`config.mk`:
```
export PLATFORM = sky130hd
export DESIGN_NAME = boot_loader_ctrl_flat
export DESIGN_NICKNAME = d
export VERILOG_FILES = /design/src/rtl/boot_pkg.sv /design/src/rtl/boot_loader_ctrl_if.sv /design/src/rtl/boot_word_asm.sv /design/src/rtl/boot_loader_ctrl.sv /design/src/flat_wrapper.sv
export SDC_FILE = /design/constraint.sdc
export NUM_CORES = 1
export LEC_CHECK = 0
export BUFFER_PORTS_ARGS = -buffer_cell sky130_fd_sc_hd__buf_4
export CELL_PAD_IN_SITES_DETAIL_PLACEMENT = 1
export CELL_PAD_IN_SITES_GLOBAL_PLACEMENT = 2
export CORE_MARGIN = 5
export CORE_UTILIZATION = 32
export DETAILED_ROUTE_END_ITERATION = 6
export PLACE_DENSITY_LB_ADDON = 0.1
export SLEW_MARGIN = 40
export SYNTH_ARGS = -nofsm -noshare
export SYNTH_HDL_FRONTEND = slang
export SYNTH_SLANG_ARGS = --single-unit
export TNS_END_PERCENT = 100
```
`constraint.sdc`:
```
create_clock -name clk -period 2.3 [get_ports clk]
set_input_delay 0.115 -clock clk [delete_from_list [all_inputs] [get_ports clk]]
set_output_delay 0.115 -clock clk [all_outputs]
set_load 0.01 [all_outputs]
```
`src/rtl/boot_pkg.sv`:
```
// rtl/boot_pkg.sv - shared state encoding and protocol bytes for the UART boot loader
package boot_pkg;

    typedef enum logic [2:0] {
        ST_IDLE    = 3'd0,
        ST_LEN_LO  = 3'd1,
        ST_LEN_HI  = 3'd2,
        ST_DATA    = 3'd3,
        ST_SUM     = 3'd4,
        ST_RESP    = 3'd5,
        ST_RELEASE = 3'd6
    } boot_state_t;

    localparam logic [7:0] BOOT_MAGIC = 8'hA5;
    localparam logic [7:0] BOOT_ACK   = 8'h06;
    localparam logic [7:0] BOOT_NAK   = 8'h15;

    // Byte address of word n of the image, relative to the load base.
    function automatic logic [31:0] word_offset(input logic [15:0] idx);
        return {14'd0, idx, 2'b00};
    endfunction

endpackage

```
`src/rtl/boot_loader_ctrl_if.sv`:
```
// rtl/boot_loader_ctrl_if.sv - UART byte stream, CPU data port and memory write port bundle
//
// master: the boot loader (drives tx_*, mem_*, cpu_resetn and status)
// slave : the surrounding system (drives rx_*, tx_ready and the CPU store port)
interface boot_loader_ctrl_if;
    logic        rx_valid;
    logic [7:0]  rx_data;
    logic        tx_ready;
    logic        tx_valid;
    logic [7:0]  tx_data;
    logic        cpu_wmem;
    logic [31:0] cpu_addr;
    logic [31:0] cpu_wdata;
    logic        mem_we;
    logic [31:0] mem_addr;
    logic [31:0] mem_wdata;
    logic        cpu_resetn;
    logic        busy;
    logic        load_done;
    logic        load_err;

    modport master (
        input  rx_valid, rx_data, tx_ready, cpu_wmem, cpu_addr, cpu_wdata,
        output tx_valid, tx_data, mem_we, mem_addr, mem_wdata,
               cpu_resetn, busy, load_done, load_err
    );

    modport slave (
        output rx_valid, rx_data, tx_ready, cpu_wmem, cpu_addr, cpu_wdata,
        input  tx_valid, tx_data, mem_we, mem_addr, mem_wdata,
               cpu_resetn, busy, load_done, load_err
    );
endinterface

```
`src/rtl/boot_word_asm.sv`:
```
// rtl/boot_word_asm.sv - little-endian byte-to-word assembler with 8-bit additive checksum
//
// Ports: clk, resetn (async active-low); clr restarts byte count and checksum;
// en/data accept one byte; word is the shift register; last flags that the
// byte now being accepted completes a word; word_ready pulses the cycle after;
// sum is the running mod-256 byte sum.
module boot_word_asm (
    input  logic        clk,
    input  logic        resetn,
    input  logic        clr,
    input  logic        en,
    input  logic [7:0]  data,
    output logic [31:0] word,
    output logic        last,
    output logic        word_ready,
    output logic [7:0]  sum
);

    logic [1:0] byte_idx;

    assign last = (byte_idx == 2'd3);

    always_ff @(posedge clk or negedge resetn) begin
        if (!resetn) begin
            word       <= 32'd0;
            byte_idx   <= 2'd0;
            sum        <= 8'd0;
            word_ready <= 1'b0;
        end else begin
            word_ready <= en && last && !clr;
            if (clr) begin
                byte_idx <= 2'd0;
                sum      <= 8'd0;
            end else if (en) begin
                // First byte ends up in bits [7:0] after four shifts.
                word     <= {data, word[31:8]};
                byte_idx <= byte_idx + 2'd1;
                sum      <= sum + data;
            end
        end
    end

endmodule

```
`src/rtl/boot_loader_ctrl.sv`:
```
// rtl/boot_loader_ctrl.sv - UART boot-load FSM, memory write-port mux and CPU reset control
//
// Ports: clk, resetn (async active-low), bus (boot_loader_ctrl_if.master).
// Optional macro BOOT_TIMEOUT_EN: aborts a load with NAK after TIMEOUT_CYCLES
// without a received byte; without it a stalled transfer waits forever.
module boot_loader_ctrl
    import boot_pkg::*;
#(
    parameter logic [31:0] BASE_ADDR      = 32'h0000_0800,
    parameter int          MAX_WORDS      = 1024,
    parameter logic [23:0] TIMEOUT_CYCLES = 24'd5_000_000
) (
    input  logic               clk,
    input  logic               resetn,
    boot_loader_ctrl_if.master bus
);

    boot_state_t state, state_nx;
    logic        busy, busy_nx;
    logic        load_done, load_done_nx;
    logic        load_err, load_err_nx;
    logic        cpu_rst_n, cpu_rst_n_nx;
    logic        tx_valid, tx_valid_nx;
    logic [7:0]  tx_data, tx_data_nx;
    logic [15:0] len, len_nx;
    logic [15:0] word_idx, word_idx_nx;
    logic [31:0] wr_addr, wr_addr_nx;
    logic        asm_clr, asm_en;
    logic [31:0] asm_word;
    logic        asm_last, asm_ready;
    logic [7:0]  asm_sum;
    logic [15:0] len_rx;
    logic        loading;
    logic        timeout_hit;

    boot_word_asm u_asm (
        .clk        (clk),
        .resetn     (resetn),
        .clr        (asm_clr),
        .en         (asm_en),
        .data       (bus.rx_data),
        .word       (asm_word),
        .last       (asm_last),
        .word_ready (asm_ready),
        .sum        (asm_sum)
    );

    assign len_rx  = {bus.rx_data, len[7:0]};
    assign loading = (state == ST_LEN_LO) || (state == ST_LEN_HI) ||
                     (state == ST_DATA)   || (state == ST_SUM);

`ifdef BOOT_TIMEOUT_EN
    logic [23:0] gap_cnt;

    always_ff @(posedge clk or negedge resetn) begin
        if (!resetn) begin
            gap_cnt <= 24'd0;
        end else if (bus.rx_valid || !loading) begin
            gap_cnt <= 24'd0;
        end else if (gap_cnt != TIMEOUT_CYCLES) begin
            gap_cnt <= gap_cnt + 24'd1;
        end
    end

    assign timeout_hit = loading && !bus.rx_valid && (gap_cnt == TIMEOUT_CYCLES);
`else
    assign timeout_hit = 1'b0;
`endif

    always_ff @(posedge clk or negedge resetn) begin
        if (!resetn) begin
            state     <= ST_IDLE;
            busy      <= 1'b0;
            load_done <= 1'b0;
            load_err  <= 1'b0;
            cpu_rst_n <= 1'b0;
            tx_valid  <= 1'b0;
            tx_data   <= 8'd0;
            len       <= 16'd0;
            word_idx  <= 16'd0;
            wr_addr   <= 32'd0;
        end else begin
            state     <= state_nx;
            busy      <= busy_nx;
            load_done <= load_done_nx;
            load_err  <= load_err_nx;
            cpu_rst_n <= cpu_rst_n_nx;
            tx_valid  <= tx_valid_nx;
            tx_data   <= tx_data_nx;
            len       <= len_nx;
            word_idx  <= word_idx_nx;
            wr_addr   <= wr_addr_nx;
        end
    end

    always_comb begin
        state_nx     = state;
        busy_nx      = busy;
        load_done_nx = load_done;
        load_err_nx  = load_err;
        cpu_rst_n_nx = cpu_rst_n;
        tx_valid_nx  = tx_valid;
        tx_data_nx   = tx_data;
        len_nx       = len;
        word_idx_nx  = word_idx;
        wr_addr_nx   = wr_addr;
        asm_clr      = 1'b0;
        asm_en       = 1'b0;

        case (state)
            ST_IDLE: begin
                // Also releases the CPU on the first edge after reset.
                cpu_rst_n_nx = 1'b1;
                if (bus.rx_valid && bus.rx_data == BOOT_MAGIC) begin
                    state_nx     = ST_LEN_LO;
                    cpu_rst_n_nx = 1'b0;
                    busy_nx      = 1'b1;
                    load_done_nx = 1'b0;
                    load_err_nx  = 1'b0;
                    word_idx_nx  = 16'd0;
                    asm_clr      = 1'b1;
                end
            end
            ST_LEN_LO: begin
                if (bus.rx_valid) begin
                    len_nx   = {8'd0, bus.rx_data};
                    state_nx = ST_LEN_HI;
                end
            end
            ST_LEN_HI: begin
                if (bus.rx_valid) begin
                    len_nx = len_rx;
                    if (len_rx == 16'd0 || 32'(len_rx) > 32'(MAX_WORDS)) begin
                        state_nx    = ST_RESP;
                        tx_valid_nx = 1'b1;
                        tx_data_nx  = BOOT_NAK;
                    end else begin
                        state_nx    = ST_DATA;
                        word_idx_nx = 16'd0;
                        asm_clr     = 1'b1;
                    end
                end
            end
            ST_DATA: begin
                asm_en = bus.rx_valid;
                // Address is latched with the completing byte so the write,
                // one cycle later, is unaffected by the index increment.
                if (bus.rx_valid && asm_last) begin
                    wr_addr_nx  = BASE_ADDR + word_offset(word_idx);
                    word_idx_nx = word_idx + 16'd1;
                    if (word_idx + 16'd1 == len) begin
                        state_nx = ST_SUM;
                    end
                end
            end
            ST_SUM: begin
                if (bus.rx_valid) begin
                    state_nx    = ST_RESP;
                    tx_valid_nx = 1'b1;
                    tx_data_nx  = (bus.rx_data == asm_sum) ? BOOT_ACK : BOOT_NAK;
                end
            end
            ST_RESP: begin
                if (bus.tx_ready) begin
                    state_nx     = ST_RELEASE;
                    tx_valid_nx  = 1'b0;
                    busy_nx      = 1'b0;
                    cpu_rst_n_nx = 1'b1;
                    load_done_nx = (tx_data == BOOT_ACK);
                    load_err_nx  = (tx_data != BOOT_ACK);
                end
            end
            ST_RELEASE: begin
                state_nx = ST_IDLE;
            end
            default: begin
                state_nx = ST_IDLE;
            end
        endcase

        if (timeout_hit) begin
            state_nx    = ST_RESP;
            tx_valid_nx = 1'b1;
            tx_data_nx  = BOOT_NAK;
            asm_en      = 1'b0;
        end
    end

    // Only IDLE hands the write port to the CPU; every loader state
    // (including RELEASE) shields memory from CPU stores.
    always_comb begin
        if (state == ST_IDLE) begin
            bus.mem_we    = bus.cpu_wmem;
            bus.mem_addr  = bus.cpu_addr;
            bus.mem_wdata = bus.cpu_wdata;
        end else begin
            bus.mem_we    = asm_ready;
            bus.mem_addr  = wr_addr;
            bus.mem_wdata = asm_word;
        end
    end

    assign bus.tx_valid   = tx_valid;
    assign bus.tx_data    = tx_data;
    assign bus.cpu_resetn = cpu_rst_n;
    assign bus.busy       = busy;
    assign bus.load_done  = load_done;
    assign bus.load_err   = load_err;

endmodule

```
`src/flat_wrapper.sv`:
```
// flat-port wrapper written by rule: the top's interface ports become plain ports
module boot_loader_ctrl_flat import boot_pkg::*;
#(
    parameter logic [31:0] BASE_ADDR      = 32'h0000_0800,
    parameter int          MAX_WORDS      = 1024,
    parameter logic [23:0] TIMEOUT_CYCLES = 24'd5_000_000
)
  (clk, resetn, bus_rx_valid, bus_rx_data, bus_tx_ready, bus_cpu_wmem, bus_cpu_addr, bus_cpu_wdata, bus_tx_valid, bus_tx_data, bus_mem_we, bus_mem_addr, bus_mem_wdata, bus_cpu_resetn, bus_busy, bus_load_done, bus_load_err);
  boot_loader_ctrl_if bus_i ();
  input  logic clk;
  input  logic resetn;
  input wire logic [$bits(bus_i.rx_valid)-1:0] bus_rx_valid;
  input wire logic [$bits(bus_i.rx_data)-1:0] bus_rx_data;
  input wire logic [$bits(bus_i.tx_ready)-1:0] bus_tx_ready;
  input wire logic [$bits(bus_i.cpu_wmem)-1:0] bus_cpu_wmem;
  input wire logic [$bits(bus_i.cpu_addr)-1:0] bus_cpu_addr;
  input wire logic [$bits(bus_i.cpu_wdata)-1:0] bus_cpu_wdata;
  output wire logic [$bits(bus_i.tx_valid)-1:0] bus_tx_valid;
  output wire logic [$bits(bus_i.tx_data)-1:0] bus_tx_data;
  output wire logic [$bits(bus_i.mem_we)-1:0] bus_mem_we;
  output wire logic [$bits(bus_i.mem_addr)-1:0] bus_mem_addr;
  output wire logic [$bits(bus_i.mem_wdata)-1:0] bus_mem_wdata;
  output wire logic [$bits(bus_i.cpu_resetn)-1:0] bus_cpu_resetn;
  output wire logic [$bits(bus_i.busy)-1:0] bus_busy;
  output wire logic [$bits(bus_i.load_done)-1:0] bus_load_done;
  output wire logic [$bits(bus_i.load_err)-1:0] bus_load_err;
  assign bus_i.rx_valid = bus_rx_valid;
  assign bus_i.rx_data = bus_rx_data;
  assign bus_i.tx_ready = bus_tx_ready;
  assign bus_i.cpu_wmem = bus_cpu_wmem;
  assign bus_i.cpu_addr = bus_cpu_addr;
  assign bus_i.cpu_wdata = bus_cpu_wdata;
  assign bus_tx_valid = bus_i.tx_valid;
  assign bus_tx_data = bus_i.tx_data;
  assign bus_mem_we = bus_i.mem_we;
  assign bus_mem_addr = bus_i.mem_addr;
  assign bus_mem_wdata = bus_i.mem_wdata;
  assign bus_cpu_resetn = bus_i.cpu_resetn;
  assign bus_busy = bus_i.busy;
  assign bus_load_done = bus_i.load_done;
  assign bus_load_err = bus_i.load_err;
  boot_loader_ctrl #(.BASE_ADDR(BASE_ADDR), .MAX_WORDS(MAX_WORDS), .TIMEOUT_CYCLES(TIMEOUT_CYCLES)) u_core (.clk(clk), .resetn(resetn), .bus(bus_i));
endmodule
```
==> metrics.md, run 1 <==
| Metric | Value |
|---|---|
| Critical Path RT | 2.18 ns |
| Initial antenna violation count | 0 |
| Pwr dens | 945 nW/µm² |
| Final setup fails | 0 |
| # DRC | 0 |
| Num ports | 155 |
| Crit end category | output pin |
| Pre-Repair DR Iteration Count | 4 |
| Reg2Reg Setup Slack | 0.13 ns |
| Cells after DPL | 1061 |
| Crit-path max FO | 26 |
| Via count | 5462 |
| Total wire length | 19200 µm |
| Vias per cell | 5.07 |
| Largest net degree at the start of global routing | 43 |
| H-Tree Depth | 3 |
| Syn Inst Count | 670 |
| Post-synth EDFFs | 0 |
| Pleak | 3.92 nW |
| Post-synth top area cell | dfrtp_1 |
| Setup CP Type | reg2out |
| Clock root buffer | clkbuf_16 |
| Post-synth ARST share | 1.00 |
| Util after Layout | 0.427 |
| Crit path DAT | 2.10 ns |
| Tcrit/Tclk final | 0.965 |
| DIE HEIGHT | 147 µm |
| Most used DFF post-synth | dfrtp_1 |
| ANT nets after route | 0 |
| Port Buffer Count | 150 |
| Clk_lat worst skew | 0.36 ns |
| Detailed Place HPWL | 14400 µm |
| Vias in the first global route | 5869 |
| Finished Layout Cells | 1078 |
| Post-synth top cells | 192 x nand2_1, 103 x dfrtp_1, 50 x mux2_2, 30 x nor2_1, 29 x o21ai_0 |
| Worst r2r dst | u_core.state[2]$_DFFE_PN0P_ |
| Clock Sinks | 103 |
| DIE WIDTH | 147 µm |
| Tmin final | 2.22 ns |
| Top cells by area, synth | dfrtp_1 43%, nand2_1 12%, mux2_2 9.4%, xnor2_1 2.5%, o21ai_0 2.4% |
| Top-count cell post-synth | nand2_1 |
| CTS clk-pin slew, worst paths | 0.08 ns |
| Design area | 7910 µm² |
| Total gr overflow | 0 |
| Crit path launch | u_core.state[1]$_DFFE_PN0P_ |
| Num CTS Buffers | 9 |
| N_diodes | 0 |
| Share of the synthesized area in the top cell type | 0.432 |
| Die area | 21500 µm² |
| RR Startpoint | u_core.word_idx[1]$_DFFE_PN0P_ |
| Initial drt markers | 205 |
| Drt wl/cell | 17.8 µm |
| Synthesized flop and latch total | 103 |
| Sequential area share after synthesis | 0.432 |
| Total GRT Usage | 0.179 |
| Worst IR Drop VDD | 0.418 mV |
| TritonCTS clock tree | yes |
| Starting Density | 0.322 |
| Area Growth Syn to Fin | 32.6% |
| Layout cells sized above 1 | 0.335 |
| Syn_area_per_cell | 8.90 µm² |
| Max-slew headroom | 0.594 |
| Clk buf depth | 2 |
| Yosys cell types | 72 |
| First-pass GRT wire length | 31000 µm |
| Clock Skew | 0.0108 ns |
| Placed inst area | 7570 µm² |
| Outcome | finished clean |
| Hold WC Path Type | in2reg |
| # rows | 50 |
| Layout Nets | 927 |
| Cells on worst reg2reg path | 8 |
| Fill count | 2213 |
| Crit start category | register |
| Max_cap viols | 0 |
| Total core area | 18500 µm² |
| Synthesis Warnings | 0 |
| Gpl congestion | 0.868 |
| Fmax | 451 MHz |
| Slew Viols, Final | 0 |
| Synthesized cell area | 5960 µm² |
| Worst Setup EP | bus_mem_wdata[24] |
| Fin Hold WS | 0.0333 ns |
| Fin. Hold Viols | 0 |
| Worst-margin pin slew | 0.609 ns |
-- layout make-up --
type / count / area, µm² / area share
Inverter: 13 / 48.8 / 0.00617
Clock inverter: 7 / 78.8 / 0.00997
Clock buffer: 9 / 225 / 0.0285
Multi-Input combinational cell: 515 / 3160 / 0.400
Tap cell: 234 / 293 / 0.0370
Timing Repair Buffer: 197 / 1520 / 0.193
Sequential cell: 103 / 2580 / 0.326
-- where the power goes --
| part | switching (W) | internal [W] |
|---|---|---|
| registers | 0.000244 | 0.00206 |
| logic | 0.00173 | 0.00184 |
| clock network | 0.000737 | 0.000856 |
-- per-layer routing --
metal / GRT usage / up-vias / wire, µm
met1: 0.223 / 2700 / 8260
met5: 0 / - / 0
li1: - / 2629 / -
met2: 0.315 / 112 / 9840
met3: 0.0348 / 21 / 788
met4: 0.0517 / 0 / 293
-- critical path: stages, from the launching register on --
cell and delay (ns):
dfrtp_1 0.51, nor3_2 0.31, buf_4 0.38, mux2_2 0.38
buf_4 0.15
-- sequential cells by signal, indices dropped and copies added, names as in the netlist --
name / cells
u_core.bus.cpu_resetn: 1
u_core.bus.tx_valid: 1
u_core.word_idx: 16
u_core.bus.tx_data: 3
u_core.wr_addr: 17
u_core.u_asm.word: 32
u_core.bus.load_done: 1
u_core.len: 16
u_core.u_asm.byte_idx: 2
u_core.bus.load_err: 1
u_core.u_asm.sum: 8
u_core.state: 3
u_core.bus.busy: 1
u_core.u_asm.word_ready: 1
-- how the worst min path moves through the flow --
stage,endpoint,start,slack (ns),cells after the start
final,u_core.len[6]$_DFFE_PN0P_,bus_rx_data[6],0.03,3
after global routing,u_core.len[4]$_DFFE_PN0P_,bus_rx_data[4],0.02,3
after CTS,u_core.len[4]$_DFFE_PN0P_,bus_rx_data[4],0.02,3
after detailed placement,u_core.wr_addr[15]$_DFFE_PN0P_,resetn,0.16,1
after global placement,u_core.wr_addr[15]$_DFFE_PN0P_,resetn,0.17,1
after floorplan,u_core.bus.busy$_DFFE_PN0P_,resetn,-0.18,0
-- per-stage QoR --
stage               TNS (ns)  power [W]  setup WS, ns
global route        -0.00116    0.00794      -0.00116
finish                     0    0.00747        0.0808
detailed placement         0    0.00593        0.0797
CTS                        0    0.00759        0.0423
floorplan                  0    0.00438         0.210
global placement           0    0.00585         0.174
-- repair_timing --
item                                    4_1_cts  5_1_grt
hold endpoints to repair                     39        0
setup buffers                                 0        0
resized for setup                             1        4
endpoints found under the setup margin       11        4
hold buffers                                  1        0
-- cell usage in the layout (no fill, tap or decap), types with 3 or more instances in the layout --
master,count
mux2_2,50
conb_1,4
a31oi_1,9
nor4_1,5
nor2_1,30
buf_4,192
a21o_1,5
ha_1,10
and2_1,18
nor2b_1,3
a21oi_1,21
buf_12,3
and3_1,4
a22o_1,7
nand3_1,11
or3_1,4
dfrtp_1,103
inv_1,11
xor2_1,8
a211oi_1,3
clkbuf_16,9
nand2_1,192
o21ai_1,9
xnor2_1,17
nand4_1,6
nor3_1,11
o21ai_0,29
nand2b_1,5
-- logic make-up after synthesis --
logic type / after synthesis / share of synthesized area
XOR/XNOR: 26 / 0.0405
multiplexers: 50 / 0.0944
adder cells (fa/ha/maj): 11 / 0.0243
flip-flops: 103 / 0.432
buffers and inverters: 55 / 0.0430
other: 1 / 0.000629
AND/OR/NAND/NOR: 310 / 0.234
AO/OA/AOI/OAI: 114 / 0.131
Power figures use the tool's default switching activity.
==> inputs of run 2 (changes only) <==
--- a/config.mk
+++ b/config.mk
@@ -12,6 +12,7 @@
 export CORE_UTILIZATION = 32
 export DETAILED_ROUTE_END_ITERATION = 6
 export PLACE_DENSITY_LB_ADDON = 0.1
+export RECOVER_POWER = 25
 export SLEW_MARGIN = 40
 export SYNTH_ARGS = -nofsm -noshare
 export SYNTH_HDL_FRONTEND = slang
==> constraint.sdc (replaced) <==
create_clock -name clk -period 2.3 [get_ports clk]
set_input_delay 0.115 -clock clk [delete_from_list [all_inputs] [get_ports clk]]
set_output_delay 0.115 -clock clk [all_outputs]
set_load 0.1 [all_outputs]
==> run 2 against run 1 <==
  * Final area down 0.63%
  * Cell count down 0.37%
  * Wire length down 0.75%
  * Worst setup slack better by 0.017 ns
  * Via count down 1.6%
  * Largest power group unchanged
  * Clock power down 3%
  * Power up 51%
  * Largest cell class unchanged
  * Highest routed layer unchanged
  * Clock skew down 0.0013 ns
  * Sequential power up 2%
  * First-iteration DRC count up 21%
==> metrics.md, run 2 (same netlist as run 1, synthesis figures left out) <==
| Metric | Value |
|---|---|
| Sw power | 0.00647 W |
| Place WS | 0.126 ns |
| Largest net degree at the start of global routing | 48 |
| Setup ws final | 0.0982 ns |
| Worst IR Drop VDD | 0.866 mV |
| Reg2Reg Setup Slack | 0.17 ns |
| Design area | 7860 µm² |
| Tcrit/Tclk final | 0.957 |
| # DRC | 0 |
| Slew Viols, Final | 0 |
| Num ports | 155 |
| Total GRT Usage | 0.179 |
| Top reg by flops | u_core.u_asm.word |
| Tmin final | 2.20 ns |
| Crit path DAT | 2.09 ns |
| Vias per cell | 5.01 |
| N_diodes | 0 |
| Worst-margin pin slew | 0.792 ns |
| Worst path slowest cell | dfrtp_1 |
| Crit end category | output pin |
| Setup CP Type | reg2out |
| Pleak | 3.89 nW |
| Crit start category | register |
| Fin. Hold Viols | 0 |
| Num CTS Buffers | 9 |
| Max-slew headroom | 0.472 |
| Max_cap viols | 0 |
| Pwr dens | 1440 nW/µm² |
| Hold WC Path Type | in2reg |
| Final TNS setup | 0 ns |
| Commonest non-fill, non-tap cell in the layout | nand2_1 |
| Comb power frac | 0.655 |
| Port Buffer Count | 150 |
| Fin Hold WS | 0.0424 ns |
| H-Tree Depth | 3 |
| Clock Sinks | 103 |
| Placed inst area | 7540 µm² |
| DIE HEIGHT | 147 µm |
| Clock power share | 0.137 |
| First-pass GRT wire length | 31400 µm |
| Buffers and inverters on the worst path | 2 |
| Sequential share of power | 0.207 |
| Starting Density | 0.322 |
| Critical Path RT | 2.18 ns |
| Layout cells sized above 1 | 0.337 |
| Gpl congestion | 0.867 |
| Crit-path cells | nor3_4 -> buf_12 -> mux2_2 -> buf_4 |
| Pre-Repair DR Iteration Count | 4 |
| Fill count | 2204 |
| Initial antenna violation count | 0 |
| Total core area | 18500 µm² |
| Total gr overflow | 0 |
| DIE WIDTH | 147 µm |
| Switch share | 0.573 |
| Initial drt markers | 248 |
| Fmax | 454 MHz |
| # rows | 50 |
| ANT nets after route | 0 |
| Commonest cells after routing, fill and taps aside | 192 x nand2_1, 188 x buf_4, 102 x dfrtp_1 |
| Clock Skew | 0.00944 ns |
| Area Growth Syn to Fin | 31.7% |
| TritonCTS clock tree | yes |
| Drt wl/cell | 17.7 µm |
| Clock root buffer | clkbuf_16 |
| Vias in the first global route | 5848 |
| Largest register FFs | 32 |
| Die area | 21500 µm² |
| Via count | 5376 |
| Clk buf depth | 2 |
| Crit-path max FO | 42 |
| Worst path top cell family by delay | flip-flops |
| Clk_lat worst skew | 0.35 ns |
| Biggest regs | u_core.u_asm.word: 32 flops, u_core.wr_addr: 17 flops |
| Crit path largest cell delay | 0.53 ns |
| CTS clk-pin slew, worst paths | 0.07 ns |
| Total wire length | 19000 µm |
| Internal power | 0.00483 W |
| Util after Layout | 0.424 |
| Layout Nets | 923 |
| Final setup fails | 0 |
| Outcome | finished clean |
| Post-CTS Setup Bufs | 0 |
| RSZ-0062 raised after global routing | false |
| Detailed Place HPWL | 14500 µm |
[run 2: cell types whose count changed in the layout (fill, tap and decap cells not counted), moves of 2 or more]
cell | previous run | this run
and2_1 | 18 | 13
and2_2 | 0 | 5
buf_4 | 192 | 188
buf_12 | 3 | 1
clkbuf_1 | 0 | 2
nor4_1 | 5 | 3
nor4_2 | 1 | 3
[run 2: through the flow]
step / total power, W / instances
5_1_grt: 0.0118 / 1074
4_1_cts: 0.0114 / 1074
6_report: 0.0113 / 1074
3_3_place_gp: 0.00970 / 1057
3_5_place_dp: 0.00978 / 1057
2_1_floorplan: 0.00818 / 673
[run 2: worst register-to-register path: cells and delay by family (launching register included)]
| family | cells | cell delay, ns |
|---|---|---|
| adders and majority gates | 1 | 0.22 |
| and+or+nand+nor | 2 | 0.42 |
| AOI/OAI and AO/OA | 4 | 0.81 |
| buffers and inverters | 1 | 0.16 |
| DFF | 1 | 0.43 |
[run 2: final cells by class]
| cell class | instances | area (µm²) | area share |
|---|---|---|---|
| clock buffers | 11 | 233 | 0.0296 |
| clock inverters | 5 | 56.3 | 0.00717 |
| inverters | 13 | 48.8 | 0.00621 |
| multi-input cells | 515 | 3180 | 0.404 |
| flip-flops and latches | 103 | 2580 | 0.328 |
| well taps | 234 | 293 | 0.0373 |
| repair buffers | 193 | 1470 | 0.187 |
[run 2: worst paths after layout]
check	startpoint	endpoint	cells after the start
min in group asynchronous	resetn	u_core.word_idx[14]$_DFFE_PN0P_	2
worst max register to register	u_core.word_idx[0]$_DFFE_PN0P_	u_core.state[2]$_DFFE_PN0P_	8
worst min-delay path	bus_rx_data[4]	u_core.len[4]$_DFFE_PN0P_	3
worst max-delay path	u_core.state[1]$_DFFE_PN0P_	bus_mem_wdata[9]	4
max in group asynchronous	resetn	u_core.u_asm.word[10]$_DFFE_PN0P_	3
worst min register to register	u_core.wr_addr[9]$_DFFE_PN0P_	u_core.wr_addr[9]$_DFFE_PN0P_	2
[run 2: power by group through the flow]
stage / clock network (W) / logic, W / registers (W)
floorplan: 0 / 0.00568 / 0.00250
CTS: 0.00160 / 0.00746 / 0.00234
finish: 0.00155 / 0.00741 / 0.00234
detailed placement: 0 / 0.00742 / 0.00236
global route: 0.00169 / 0.00774 / 0.00238
global placement: 0 / 0.00735 / 0.00235
[run 2: what timing repair did]
item / in CTS / in global routing
resized for setup: 2 / 5
hold buffers: 1 / 0
hold endpoints to repair: 26 / 0
setup endpoints to repair: 23 / 26
[run 2: layer usage]
metal	track usage	up-vias	share of wire
met5	0	-	0
met4	0.0428	0	0.011
met3	0.0372	16	0.043
met2	0.313	101	0.51
met1	0.228	2637	0.44
li1	-	2622	-
